==> src/rtl/compr_realign_if.sv <==
// compr_realign_if: fetch-side and decode-side handshakes of the realignment buffer.
// slave = buffer view; master = fetch/decode environment view.
interface compr_realign_if #(
  parameter int FETCH_W = 32
);
  logic               flush;
  logic [31:0]        redirect_pc;
  logic               fetch_valid;
  logic [FETCH_W-1:0] fetch_data;
  logic               fetch_ready;
  logic               out_valid;
  logic [31:0]        out_instr;
  logic               out_compr;
  logic [31:0]        out_pc;
  logic               out_ready;

  modport slave (
    input  flush, redirect_pc,
    input  fetch_valid, fetch_data,
    output fetch_ready,
    output out_valid, out_instr,
    output out_compr, out_pc,
    input  out_ready
  );

  modport master (
    output flush, redirect_pc,
    output fetch_valid, fetch_data,
    input  fetch_ready,
    input  out_valid, out_instr,
    input  out_compr, out_pc,
    output out_ready
  );
endinterface

==> src/rtl/compr_realign_buf.sv <==
// compr_realign_buf: queues aligned fetch words as halfwords and emits one RV32IC
// instruction (16-bit zero-extended or 32-bit reassembled) plus its PC per handshake.
// Ports: clk, rst_n (async low), bus (compr_realign_if.slave: flush/redirect_pc,
// fetch_valid/fetch_data/fetch_ready, out_valid/out_instr/out_compr/out_pc/out_ready).
// Option macro COMPR_MISALIGN_START_EN: allow redirect to a halfword inside a fetch word.
module compr_realign_buf #(
  parameter int          FETCH_W  = 32,
  parameter int          DEPTH_HW = 8,
  parameter logic [31:0] RESET_PC = 32'h0000_0000
) (
  input  logic          clk,
  input  logic          rst_n,
  compr_realign_if.slave bus
);

  localparam int N  = FETCH_W / 16;
  localparam int AW = $clog2(DEPTH_HW);
  localparam int CW = AW + 1;
  localparam int OB = $clog2(FETCH_W / 8);
  localparam int SW = (N > 2) ? $clog2(N) : 1;

`ifdef COMPR_MISALIGN_START_EN
  localparam logic [31:0] PC_MASK = ~32'h1;
`else
  localparam logic [31:0] PC_MASK = ~32'((1 << OB) - 1);
`endif

  logic [15:0]   buf_q [DEPTH_HW];
  logic [AW-1:0] rd_q, rd_d;
  logic [AW-1:0] wr_q, wr_d;
  logic [CW-1:0] cnt_q, cnt_d;
  logic [31:0]   pc_q, pc_d;
  logic [SW-1:0] skip;

`ifdef COMPR_MISALIGN_START_EN
  logic [SW-1:0] skip_q, skip_d;
  assign skip = skip_q;
`else
  assign skip = '0;
`endif

  logic [15:0]   h0, h1;
  logic          is32;
  logic [CW-1:0] len;
  logic [CW-1:0] free;
  logic [CW-1:0] nadd;
  logic          vld, rdy;
  logic          push, pop;

  assign h0   = buf_q[rd_q];
  assign h1   = buf_q[rd_q + AW'(1)];
  assign is32 = &h0[1:0];
  assign len  = is32 ? CW'(2) : CW'(1);
  assign vld  = cnt_q >= len;
  assign free = CW'(DEPTH_HW) - cnt_q;
  assign rdy  = free >= CW'(N);
  assign nadd = CW'(N) - CW'(skip);

  assign push = bus.fetch_valid & rdy & ~bus.flush;
  assign pop  = vld & bus.out_ready & ~bus.flush;

  assign bus.fetch_ready = rdy;
  assign bus.out_valid   = vld;
  assign bus.out_instr   = is32 ? {h1, h0} : {16'h0, h0};
  assign bus.out_compr   = ~is32;
  assign bus.out_pc      = pc_q;

  always_comb begin
    rd_d  = rd_q;
    wr_d  = wr_q;
    cnt_d = cnt_q;
    pc_d  = pc_q;
`ifdef COMPR_MISALIGN_START_EN
    skip_d = skip_q;
`endif
    if (bus.flush) begin
      rd_d  = '0;
      wr_d  = '0;
      cnt_d = '0;
      pc_d  = bus.redirect_pc & PC_MASK;
`ifdef COMPR_MISALIGN_START_EN
      skip_d = bus.redirect_pc[OB-1:1];
`endif
    end else begin
      if (push) begin
        wr_d = wr_q + AW'(nadd);
`ifdef COMPR_MISALIGN_START_EN
        skip_d = '0;
`endif
      end
      if (pop) begin
        rd_d = rd_q + AW'(len);
        pc_d = pc_q + (is32 ? 32'd4 : 32'd2);
      end
      cnt_d = cnt_q + (push ? nadd : '0)
                    - (pop ? len : '0);
    end
  end

  always_ff @(posedge clk or negedge rst_n) begin
    if (!rst_n) begin
      rd_q  <= '0;
      wr_q  <= '0;
      cnt_q <= '0;
      pc_q  <= RESET_PC;
`ifdef COMPR_MISALIGN_START_EN
      skip_q <= '0;
`endif
    end else begin
      rd_q  <= rd_d;
      wr_q  <= wr_d;
      cnt_q <= cnt_d;
      pc_q  <= pc_d;
`ifdef COMPR_MISALIGN_START_EN
      skip_q <= skip_d;
`endif
    end
  end

  // Storage is not reset; halfwords below skip are dropped, the rest pack from wr_q.
  always_ff @(posedge clk) begin
    if (push) begin
      for (int i = 0; i < N; i++) begin
        if (i >= int'(skip)) begin
          buf_q[wr_q + AW'(i - int'(skip))] <= bus.fetch_data[16*i +: 16];
        end
      end
    end
  end

endmodule

==> src/flat_wrapper.sv <==
// flat-port wrapper written by rule: the top's interface ports become plain ports
module compr_realign_buf_flat 
#(
  parameter int          FETCH_W  = 32,
  parameter int          DEPTH_HW = 8,
  parameter logic [31:0] RESET_PC = 32'h0000_0000
)
  (clk, rst_n, bus_flush, bus_redirect_pc, bus_fetch_valid, bus_fetch_data, bus_fetch_ready, bus_out_valid, bus_out_instr, bus_out_compr, bus_out_pc, bus_out_ready);
  compr_realign_if #(.FETCH_W(FETCH_W)) bus_i ();
  input  logic clk;
  input  logic rst_n;
  input wire logic [$bits(bus_i.flush)-1:0] bus_flush;
  input wire logic [$bits(bus_i.redirect_pc)-1:0] bus_redirect_pc;
  input wire logic [$bits(bus_i.fetch_valid)-1:0] bus_fetch_valid;
  input wire logic [$bits(bus_i.fetch_data)-1:0] bus_fetch_data;
  output wire logic [$bits(bus_i.fetch_ready)-1:0] bus_fetch_ready;
  output wire logic [$bits(bus_i.out_valid)-1:0] bus_out_valid;
  output wire logic [$bits(bus_i.out_instr)-1:0] bus_out_instr;
  output wire logic [$bits(bus_i.out_compr)-1:0] bus_out_compr;
  output wire logic [$bits(bus_i.out_pc)-1:0] bus_out_pc;
  input wire logic [$bits(bus_i.out_ready)-1:0] bus_out_ready;
  assign bus_i.flush = bus_flush;
  assign bus_i.redirect_pc = bus_redirect_pc;
  assign bus_i.fetch_valid = bus_fetch_valid;
  assign bus_i.fetch_data = bus_fetch_data;
  assign bus_fetch_ready = bus_i.fetch_ready;
  assign bus_out_valid = bus_i.out_valid;
  assign bus_out_instr = bus_i.out_instr;
  assign bus_out_compr = bus_i.out_compr;
  assign bus_out_pc = bus_i.out_pc;
  assign bus_i.out_ready = bus_out_ready;
  compr_realign_buf #(.FETCH_W(FETCH_W), .DEPTH_HW(DEPTH_HW), .RESET_PC(RESET_PC)) u_core (.clk(clk), .rst_n(rst_n), .bus(bus_i));
endmodule
==> config.mk <==
export PLATFORM = sky130hd
export DESIGN_NAME = compr_realign_buf_flat
export DESIGN_NICKNAME = d
export VERILOG_FILES = /design/src/rtl/compr_realign_if.sv /design/src/rtl/compr_realign_buf.sv /design/src/flat_wrapper.sv
export SDC_FILE = /design/constraint.sdc
export NUM_CORES = 1
export LEC_CHECK = 0
export ABC_AREA = 1
export BUFFER_PORTS_ARGS = -buffer_cell sky130_fd_sc_hd__clkbuf_2
export CORE_MARGIN = 4
export CORE_UTILIZATION = 53
export CTS_BUF_LIST = sky130_fd_sc_hd__clkbuf_16
export DETAILED_ROUTE_END_ITERATION = 12
export PLACE_DENSITY = 0.89
export SETUP_SLACK_MARGIN = 0.3
export SYNTH_ARGS = -nofsm -noshare
export SYNTH_HDL_FRONTEND = slang
export SYNTH_SLANG_ARGS = --single-unit
==> constraint.sdc <==
create_clock -name clk -period 3.6 [get_ports clk]
set_input_delay 0.72 -clock clk [delete_from_list [all_inputs] [get_ports clk]]
set_output_delay 0.72 -clock clk [all_outputs]
set_load 0.02 [all_outputs]
Word level (Yosys, flattened, before mapping):

Memories as Yosys holds them, arrays and structs flattened.
Index checks and enable logic that the tools add are counted.

* $lt $le $gt $ge: 2
* add/sub/neg operators: 8
* mux-type cells: 14
* bitwise operators: 6
* reductions and logical operators: 3

Operators with widths (number)
* $mux 32: 3
* $add 32x32->32: 1
* $mux 3: 5
* $mux 4: 2
* $add 3x1->3 const B: 2
* $add 4x4->4: 1
* $and 1x1->1: 4
* $ge 4x2->1 const B: 1
* $ge 4x4->1: 1
* $mux 2: 2
* $reduce_bool 2->1: 2
* $sub 4x4->4: 1
* $sub 4x4->4 const A: 1
* $add 3x2->3 const B: 1
* $add 3x3->3: 1
* $mux 1: 2
* $not 1->1: 2
* $reduce_and 2->1: 1

* bits in writable memories: 128
* memories: 1
* register bits: 42
* output and inout port bits: 67

Memories
* u_core.buf_q: depth 8, bits a word 16, read ports 2, clocked after Yosys merged registers in 0, write ports 2, RTL line compr_realign_buf.sv:28 `logic [15:0] buf_q [DEPTH_HW];`

Longest topological paths before layout:

Gate-level depths: netlist of the first run.
An unclocked memory read counts as a cell.

* word-level depth: 9
* gate-level depth with buffers: 27
* mapped depth without buffers: 24

Least setup slack after synthesis of the first run:

No wires, ideal clock.

* kind: register to register
* start point: reg u_core.rd_q[0]
* end point: reg u_core.cnt_q[3]
* path buffers: 4
* stages on the path, launching flop included: 25
* period minus slack after synthesis: 3769 ps
* arrival time: 3638 ps
* path slack: -169 ps
* setup time: 132 ps
* cells stage by stage: dfrtp_1 buf_6 buf_6 nand2_2 nand2_1 o21ai_2 nand2_1 nand2_2 nand2_4 buf_8 ha_1 nand2_1 nand2_1 nand2_1 nand3_2 nand2_2 nor2_2 buf_2 nand2_1 fa_1 ha_1 inv_1 fa_1 xnor2_1 nor2_1

* longest elaborated chain between the ends: 9

Ends and longest elaborated chain
* from (decl): RTL line compr_realign_buf.sv:29 `logic [AW-1:0] rd_q, rd_d;`
* from (signal assigned): RTL line compr_realign_buf.sv:110 `rd_q <= rd_d;`
* $mem_v2 8x16
* $reduce_and 2->1: RTL line compr_realign_buf.sv:52 `assign is32 = &h0[1:0];`
* $mux 2: RTL line compr_realign_buf.sv:53 `assign len = is32 ? CW'(2) : CW'(1);`
* $ge 4x4->1: RTL line compr_realign_buf.sv:54 `assign vld = cnt_q >= len;`
* named net bus_out_valid: RTL line flat_wrapper.sv:17 `output wire logic [$bits(bus_i.out_valid)-1:0] bus_out_valid;`
* $and 1x1->1 (2 in a row): RTL line compr_realign_buf.sv:60 `assign pop = vld & bus.out_ready & ~bus.flush;`
* $mux 4: RTL line compr_realign_buf.sv:96 `- (pop ? len : '0);`
* $sub 4x4->4: RTL line compr_realign_buf.sv:96
* $mux 4: RTL line compr_realign_buf.sv:76 `if (bus.flush) begin`
* named net u_core.cnt_d[3]: RTL line compr_realign_buf.sv:31 `logic [CW-1:0] cnt_q, cnt_d;`
* to (signal assigned): RTL line compr_realign_buf.sv:112 `cnt_q <= cnt_d;`
* to (decl): RTL line compr_realign_buf.sv:31

The timed path passes the listed nets, and every way through them passes these cells.
A chain may end at the register's enable or synchronous reset.

Worst setup path in the final report of the first run:

* start point: reg u_core.rd_q[0]
* end point: out bus_out_instr[16]

* longest elaborated chain between the ends: 3

Ends and longest elaborated chain
* $add 3x1->3 or $mem_v2 8x16 (tied branches)
* $mem_v2 8x16 *
* $mux 32 *: RTL line compr_realign_buf.sv:64 `assign bus.out_instr = is32 ? {h1, h0} : {16'h0, h0};`
* to (decl): RTL line flat_wrapper.sv:18 `output wire logic [$bits(bus_i.out_instr)-1:0] bus_out_instr;`

Mark *: on every way between the ends. The rest lies on a longest branch, timed or not.

==> metrics list, run 1 <==
* CP required: 2.88 ns
- Gp weighted congestion: 0.9251
- Across the run, the number of max-cap violations was 0.
- The count of cells in the finished layout, fillers not included, comes to 1,598.
* Maximum operating frequency: 296.5 MHz
- Clock-pin slew was measured on the worst setup and hold paths at 0.07 ns.
- Global routing consumed, over all layers together, 26.39% of the routing resources.
* Cell chosen for the clock root: clkbuf_16
* Part of the power in the clock network: 20.3%
- Main flop type after synthesis: edfxtp_1
* Core Region: 0.01877 mm²
* Internal power: 4970 µW
* Compound-Gate Fraction of Synth Area: 15.51%
- Net switching is 44.01% of the power.
- In this run the static leakage power is 0.005061 µW.
* FILL cells: 1,423
- Number of buffers inserted for hold repair after clock tree synthesis: 0
* Worst slew margin: 30.74%
* Routed length per instance: 18.26 µm
- Die H: 146.5 µm
- During synthesis, Yosys emitted a total of 0 warnings.
- Clock latency on the worst-skew pair: 0.43 ns
- Measured in cells, the most critical reg-to-reg path has a length of 21.
- The initial antenna violation count is 3.
- The critical path in this run is classified as reg -> out.
- Reg2Reg Setup Slack: 0.24 ns
- The number of hold violations in the final report came to 0.
* Maximum clock path buffer count: 2
- For the worst setup path, the data arrival time is 2.65 ns.
* Post-Place Setup Slack: 0.01284 ns
* Mapped Nets: 1,325
- The worst path meets setup with 0.2272 ns of slack.
* Fraction of the mapped netlist area in simple logic gates: 23.73%
- After detailed placement, the total cell area comes to 0.01084 mm².
- Once the floorplan was initialized, standard cells occupied 54.15% of the core.
* Status: finished clean
* First-pass GRT wire length: 45,420 µm
- Area growth from synthesis to final layout: 15.76%
- Summing the sequential cell areas from Yosys gives 47.67% of the chip area.
- By area the synthesized netlist is led by edfxtp_1 (38%), nand2_1 (12%), dfrtp_1 (9.8%), o21ai_0 (8.4%), nor2_1 (4.5%).
- Layout cells sized above 1: 19.38%
* Total wire length after detailed routing: 29,190 µm
- For this run, the post-layout net count is 1,438.
* Capturing element type of the critical path: output pin
- Maximum number of pins on one net before global-route repair: 123
- The count of final max-slew check failures was 0.
* Final core utilization: 62.68%
- The worst path uses 93.69% of the clock period.
* Adder-cell share of the synthesized area: 2.758%
- The worst-case IR drop observed on VDD is 0.4545 mV.
- Synthesis produced 1,236 cells.
- Most area-hungry cell type in the Yosys netlist: edfxtp_1
- Iteration count of the initial detailed-routing pass: 6
- In this run, the combinational gates consume 48.5% of the power.
- Cell row count: 50
- Netlist area before placement: 0.01016 mm²
- CTS tree: yes
- RSZ-0062 raised after global routing: yes
- Net Sw Power: 3907 µW
- After global routing the overflow that remains totals 0.
- Final Critical Period: 3.373 ns
* Vias post-DR: 9,491
- Endpoint of the worst register-to-register path: u_core.cnt_q[2]
- Horizontal die dimension: 146.5 µm
* Antenna viol nets, final: 0
* Number of buffers added by the clock tree synthesis step: 17
* Worst-path fanout max: 66
* Clock Sinks: 168
- Number of I/O pins: 136
- In this run the power density over the cells is 754.6 mW/mm².
- After routing, the total negative slack on setup checks comes to 0 ns.
- The detailed router finished its first iteration with 1,207 violations.
- IO Port Bufs: 132
* Number of global-route vias before repair: 9,250
* Post-synth top area share: 37.82%
- Detailed placement ended at an HPWL of 18,610 µm.
- Largest family of logic cells by synthesized area: simple AND/OR/NAND/NOR gates
* Transition time at the pin with the least slew margin: 1.039 ns
* Average size of a mapped cell: 8.222 µm²
* Final instance area: 0.01176 mm²
- Sequential cells account for 31.2% of the total power.
- The worst register-to-register path begins at u_core.rd_q[0].
- Of the post-synthesis cell area, the part taken by muxes is 0%.
- Tightest Hold Check Type: in -> async
- Number of enable flip-flop cells after synthesis: 128
- Worst clock skew: 0.006634 ns
* DRC violations left: 0
- The netlist uses 37 different library cells.
* DIE AREA: 0.02145 mm²
- Summing the areas of all xor and xnor instances in the mapped netlist gives 1.453% of the synthesized area.
* Final setup violation count: 0
- In the synthesized netlist the async set-or-reset flop fraction comes to 23.81%.
- In this run, placement finished with an instance count of 1,544.
- Number of register bits inferred by synthesis: 168
- In this run the number of H-tree levels came out at 4.
* Crit path launch type: flop
- Using the TritonRoute via totals, the vias-per-cell ratio works out to 5.939.
-- per-layer routing --
layer  global-route usage, %  wire [µm]
met1                   31.32      10450
met4                   13.78       1365
met3                   6.176       3196
met2                   44.76      14170
met5                       0         13
-- power by group through the flow --
stage	Combinational [µW]	Clock, µW	Sequential (µW)
final	4300	1800	2770
after global routing	4660	1880	2810
after CTS	4100	1790	2760
after detailed placement	3850	0	2810
after global placement	3710	0	2790
after floorplan	2710	0	2860
-- synth_stat cells (all sizes together), types with 10 or more instances --
cell type / count
nand3b: 21
inv: 94
dfrtp: 40
nor2: 135
buf: 49
o22ai: 14
a31oi: 10
o21ai: 195
a21oi: 60
clkbuf: 38
nand3: 65
edfxtp: 128
nand2: 325
o211ai: 10
ha: 16
-- stage by stage --
| stage | hold WS, ns | power (µW) |
|---|---|---|
| 6_report | 0.4711 | 8877 |
| 5_1_grt | 0.5082 | 9354 |
| 4_1_cts | 0.4871 | 8654 |
| 3_5_place_dp | 0.5034 | 6657 |
| 3_3_place_gp | 0.4876 | 6504 |
| 2_1_floorplan | 0.4244 | 5572 |
-- cell families after synthesis --
kind of cell / Yosys count
AOI/OAI and AO/OA: 297
adders and majority gates: 20
other: 1
buffers and inverters: 181
DFF: 168
and+or+nand+nor: 553
xor gates and xnor gates: 16
-- worst max-delay path: stages (launching register included) --
cell	delay, ns
dfrtp_4	0.51
buf_4	0.16
buf_12	0.19
ha_4	0.35
clkinvlp_4	0.16
buf_4	0.20
o21ai_0	0.12
nor2_1	0.09
o22ai_1	0.20
nor2_2	0.06
clkbuf_2	0.16
-- state kept, by name, summed over array words and instances, names as in the netlist --
signal             cells
u_core.buf_q         128
u_core.bus.out_pc     31
u_core.cnt_q           4
u_core.rd_q            3
u_core.wr_q            2
-- cell type report --
cell class	count	area (µm²)	share of cell area [%]
inverters	94	365.4	3.106
well taps	234	292.8	2.489
repair buffers	181	1149	9.764
clock inverters	15	151.4	1.287
flip-flops and latches	168	4850	41.23
clock buffers	17	425.4	3.616
diodes	2	5.005	0.04254
multi-input cells	887	4526	38.47
-- placed cells by master, fill, tap and decap left out, types with 6 or more instances in the layout --
master     instances
xor2_1             8
o22ai_1           13
a21oi_1           56
inv_1             86
nand2_2            7
ha_1              14
o21ai_1           27
nor2_2             8
o211ai_1          10
nand3b_1          21
o21bai_1           7
dfrtp_1           38
a31oi_1           10
buf_4             42
clkbuf_2         125
o21ai_0          167
nand2_1          313
nor2_1           122
edfxtp_1         128
xnor2_1            6
clkbuf_16         17
nand3_1           62
-- how the worst max path moves through the flow --
stage,from,end
after detailed placement,u_core.rd_q[1],u_core.cnt_q[2]
after floorplan,u_core.rd_q[0],u_core.cnt_q[2]
after global routing,u_core.rd_q[0],u_core.cnt_q[2]
after global placement,u_core.rd_q[1],u_core.cnt_q[2]
final,u_core.rd_q[0],bus_out_instr[16]
after CTS,u_core.rd_q[0],bus_out_instr[24]
-- timing repair --
item | CTS | global route
endpoints found under the setup margin | 37 | 40
pin swaps | 4 | 13
setup buffers | 9 | 9
gates resized for setup | 23 | 22
gates cloned | 2 | 0
(Power assumes the default switching activity.)
==> inputs of run 2 (changes only) <==
--- a/config.mk
+++ b/config.mk
@@ -7,11 +7,11 @@
 export LEC_CHECK = 0
 export ABC_AREA = 1
 export BUFFER_PORTS_ARGS = -buffer_cell sky130_fd_sc_hd__clkbuf_2
-export CORE_MARGIN = 4
 export CORE_UTILIZATION = 53
 export CTS_BUF_LIST = sky130_fd_sc_hd__clkbuf_16
 export DETAILED_ROUTE_END_ITERATION = 12
 export PLACE_DENSITY = 0.89
+export RECOVER_POWER = 25
 export SETUP_SLACK_MARGIN = 0.3
 export SYNTH_ARGS = -nofsm -noshare
 export SYNTH_HDL_FRONTEND = slang
==> constraint.sdc (replaced) <==
create_clock -name clk -period 2.9 [get_ports clk]
set_input_delay 0.58 -clock clk [delete_from_list [all_inputs] [get_ports clk]]
set_output_delay 0.58 -clock clk [all_outputs]
set_load 0.02 [all_outputs]
==> run 2 against run 1 <==
  * Non-clock buffer count up 31
  * Critical path depth up 9
  * Combinational power up 66%
  * Global-route usage up 5.8 points
  * Cell area up 10%
  * The flow now finishes with violations (negative setup slack)
  * Routed wire length up 18%
  * Count of clock-buffer cells in the layout unchanged
  * Largest cell class is now multi-input combinational cells
  * Die area down 8.0%
==> metrics list, run 2 (synthesis results as in run 1) <==
- CTS saw 168 sinks.
* Area growth from synthesis to final layout: 27.74%
* Cell repeated most along the worst path: nand2_2
- Cells fill 69.17% of the core in the end.
* Antenna violations before repair: 2
- For this run, the number of standard cells in the final layout without fillers is 1,632.
- The total overflow left after global routing is 0.
* Internal power: 7185 µW
- The slowest stage of the critical path is the fa_1 cell.
- Antenna viol nets, final: 0
- Maximum number of pins on one net before global-route repair: 118
- Total instance count after detailed placement: 1,557
* Most common library cell in the layout ignoring fill and taps: nand2_1
* Share of the cycle needed by the critical path after routing: 114.0%
* Sequential power share: 27.1%
- GRT Total Usage: 32.23%
- PwrDens: 995.6 mW/mm²
- At the end of the flow, the number of nets in the layout was 1,473.
- In this run the register-to-register setup slack is -0.41 ns.
- In this run the number of cells on the critical path is 19.
- In this run the worst hold path is classified as in -> reg.
* Placed wire-length estimate after detailed placement: 19,060 µm
- Number of I/O pins: 136
* Endpoint of the worst register-to-register path: u_core.cnt_q[2]
* Vias post-DR: 10.30k
- In this run the standard cell core region covers 0.01877 mm².
- Peak per-stage delay on the critical path: 0.55 ns
- Proportion of power drawn by combinational gates: 55.2%
* Worst Hold Endpoint: u_core.bus.out_pc[25]
* Worst-path fanout max: 10
* Failing checks: negative setup slack
* Clock transition at the registers of the reported paths: 0.07 ns
- The number of clock buffers added by TritonCTS is 17.
- Horizontal die dimension: 140.5 µm
- Net switching is 44.41% of the power.
- Max Transition Viols Final: 0
* Transition time at the pin with the least slew margin: 1.224 ns
- Maximum operating frequency: 302.6 MHz
* Final Critical Period: 3.305 ns
- Worst slew margin: 18.41%
* Maximum Capacitance Violations: 0
- Status: finished, violations left
- RSZ-0062 raised after global routing: yes
- At the worst endpoint, the required time is 3.21 ns.
* Layout cells sized above 1: 27.13%
- In this run the most critical hold path is launched from bus_redirect_pc[25].
- Clock latency on the worst-skew pair: 0.45 ns
- DRC violations left: 0
* Hold depth: 3
- Setup violations remaining at the end of the flow were counted as 28.
- The clock tree synthesis step divided the H-tree into 4 levels.
- First-pass GRT wire length: 48,900 µm
* Number of buffers inserted for hold repair after clock tree synthesis: 0
- Together, buffers and inverters on the worst path number 2.
* Worst-case setup margin in the final layout: -0.4052 ns
* DIE AREA: 0.01973 mm²
- Largest delay contributor family on the critical path: adder cells
- Worst-case reg-to-reg path depth: 19
- Beginning of the worst register-to-register path: u_core.rd_q[0]
- Class of the most critical setup path: reg -> reg
- IO Port Bufs: 132
* Number of violations reported at the end of detailed-routing iteration 0: 1,395
* Hold Vio Cnt, Final: 0
- In the routed layout, each cell is associated on average with a via count of 6.308.
* Final hold slack: 0.3540 ns
- Crit path launch type: flop
- The clock passes through at most 2 buffers.
- Routed length per instance: 21.18 µm
- The critical path goes through inv_4, nor2_1, o21ai_2, nand2_2, nand2_4, nand2_8, ha_4, nand2_2, nand2_2, nand2_2, nand3_4, nand2_4, nor2_4, nand2_2, fa_1, ha_4, inv_2, fa_2, nor2_1.
- Arrival time reported for the critical path endpoint: 3.62 ns
* Number of global-route vias before repair: 9,470
* Iteration count of the initial detailed-routing pass: 6
- The floorplan has 50 rows.
- In the layout the commonest cells are nand2_1 (299), edfxtp_1 (128), nor2_1 (116).
- For this design the static power due to leakage is 0.005466 µW.
- Part of the power in the clock network: 17.7%
- Worst clock skew: 0.01746 ns
- The die is 140.5 µm tall.
* Cell chosen for the clock root: clkbuf_16
* Max reg flops: 128
* Initial Utilization: 54.15%
- Net Sw Power: 5740 µW
- Capturing element type of the critical path: flop
- Gp weighted congestion: 0.9391
* CTS tree: yes
- Wires add up to 34,570 µm.
- Worst-case vdd ir drop: 0.5694 mV
- Register bank with the most flops: u_core.buf_q
==> run 2: worst max path at each step <==
stage / start / to / slack [ns]
final: u_core.rd_q[0] / u_core.cnt_q[2] / -0.41
after global routing: u_core.rd_q[0] / u_core.cnt_q[2] / -0.51
after CTS: u_core.rd_q[0] / u_core.cnt_q[2] / -0.30
after detailed placement: u_core.rd_q[0] / u_core.cnt_q[2] / -0.33
after global placement: u_core.rd_q[0] / u_core.cnt_q[2] / -0.24
after floorplan: u_core.rd_q[0] / u_core.cnt_q[2] / -0.63
==> run 2: timing repair <==
action,in CTS,in global routing
endpoints found under the setup margin,68,101
resized for setup,78,242
gates cloned,7,8
pin swaps,19,77
buffers inserted,10,17
==> run 2: power by group through the flow <==
stage / registers (µW) / clock network, µW / logic, µW
2_1_floorplan: 3550 / 0 / 3370
3_3_place_gp: 3460 / 0 / 4760
3_5_place_dp: 3480 / 0 / 4950
4_1_cts: 3430 / 2250 / 5580
5_1_grt: 3540 / 2370 / 7510
6_report: 3500 / 2280 / 7140
==> run 2: through the flow <==
| stage | worst slack, ns | instance area [µm²] | total power, µW | setup TNS, ns |
|---|---|---|---|---|
| 2_1_floorplan | -0.6346 | 10220 | 6917 | -1.489 |
| 3_3_place_gp | -0.2389 | 10940 | 8219 | -2.953 |
| 3_5_place_dp | -0.3313 | 10940 | 8428 | -6.507 |
| 4_1_cts | -0.3019 | 12010 | 11260 | -6.594 |
| 5_1_grt | -0.5100 | 12980 | 13420 | -8.278 |
| 6_report | -0.4052 | 12980 | 12920 | -5.416 |
==> run 2: tightest hold or removal path: stages <==
cell      delay, ns
clkbuf_2       0.07
nand2_1        0.04
nand3_1        0.06
==> run 2: cell type report <==
| class | count | area [µm²] |
|---|---|---|
| Timing Repair Buffer | 212 | 1769 |
| Multi-Input combinational cell | 888 | 5049 |
| Antenna cell | 1 | 2.502 |
| Tap cell | 234 | 292.8 |
| Timing Repair inverter | 3 | 48.80 |
| Sequential cell | 168 | 4850 |
| Fill cell | 1285 | 5787 |
| Clock inverter | 15 | 153.9 |
| Clock buffer | 17 | 425.4 |
| Inverter | 94 | 390.4 |
==> run 2: per-layer routing <==
| layer | global-route usage, % | up-vias | part of all wire (%) |
|---|---|---|---|
| met5 | 0 | - | 0.032 |
| met4 | 18.76 | 2 | 6.9 |
| met3 | 6.598 | 252 | 13 |
| met2 | 54.71 | 940 | 48 |
| met1 | 38.08 | 4653 | 32 |
| li1 | - | 4448 | - |
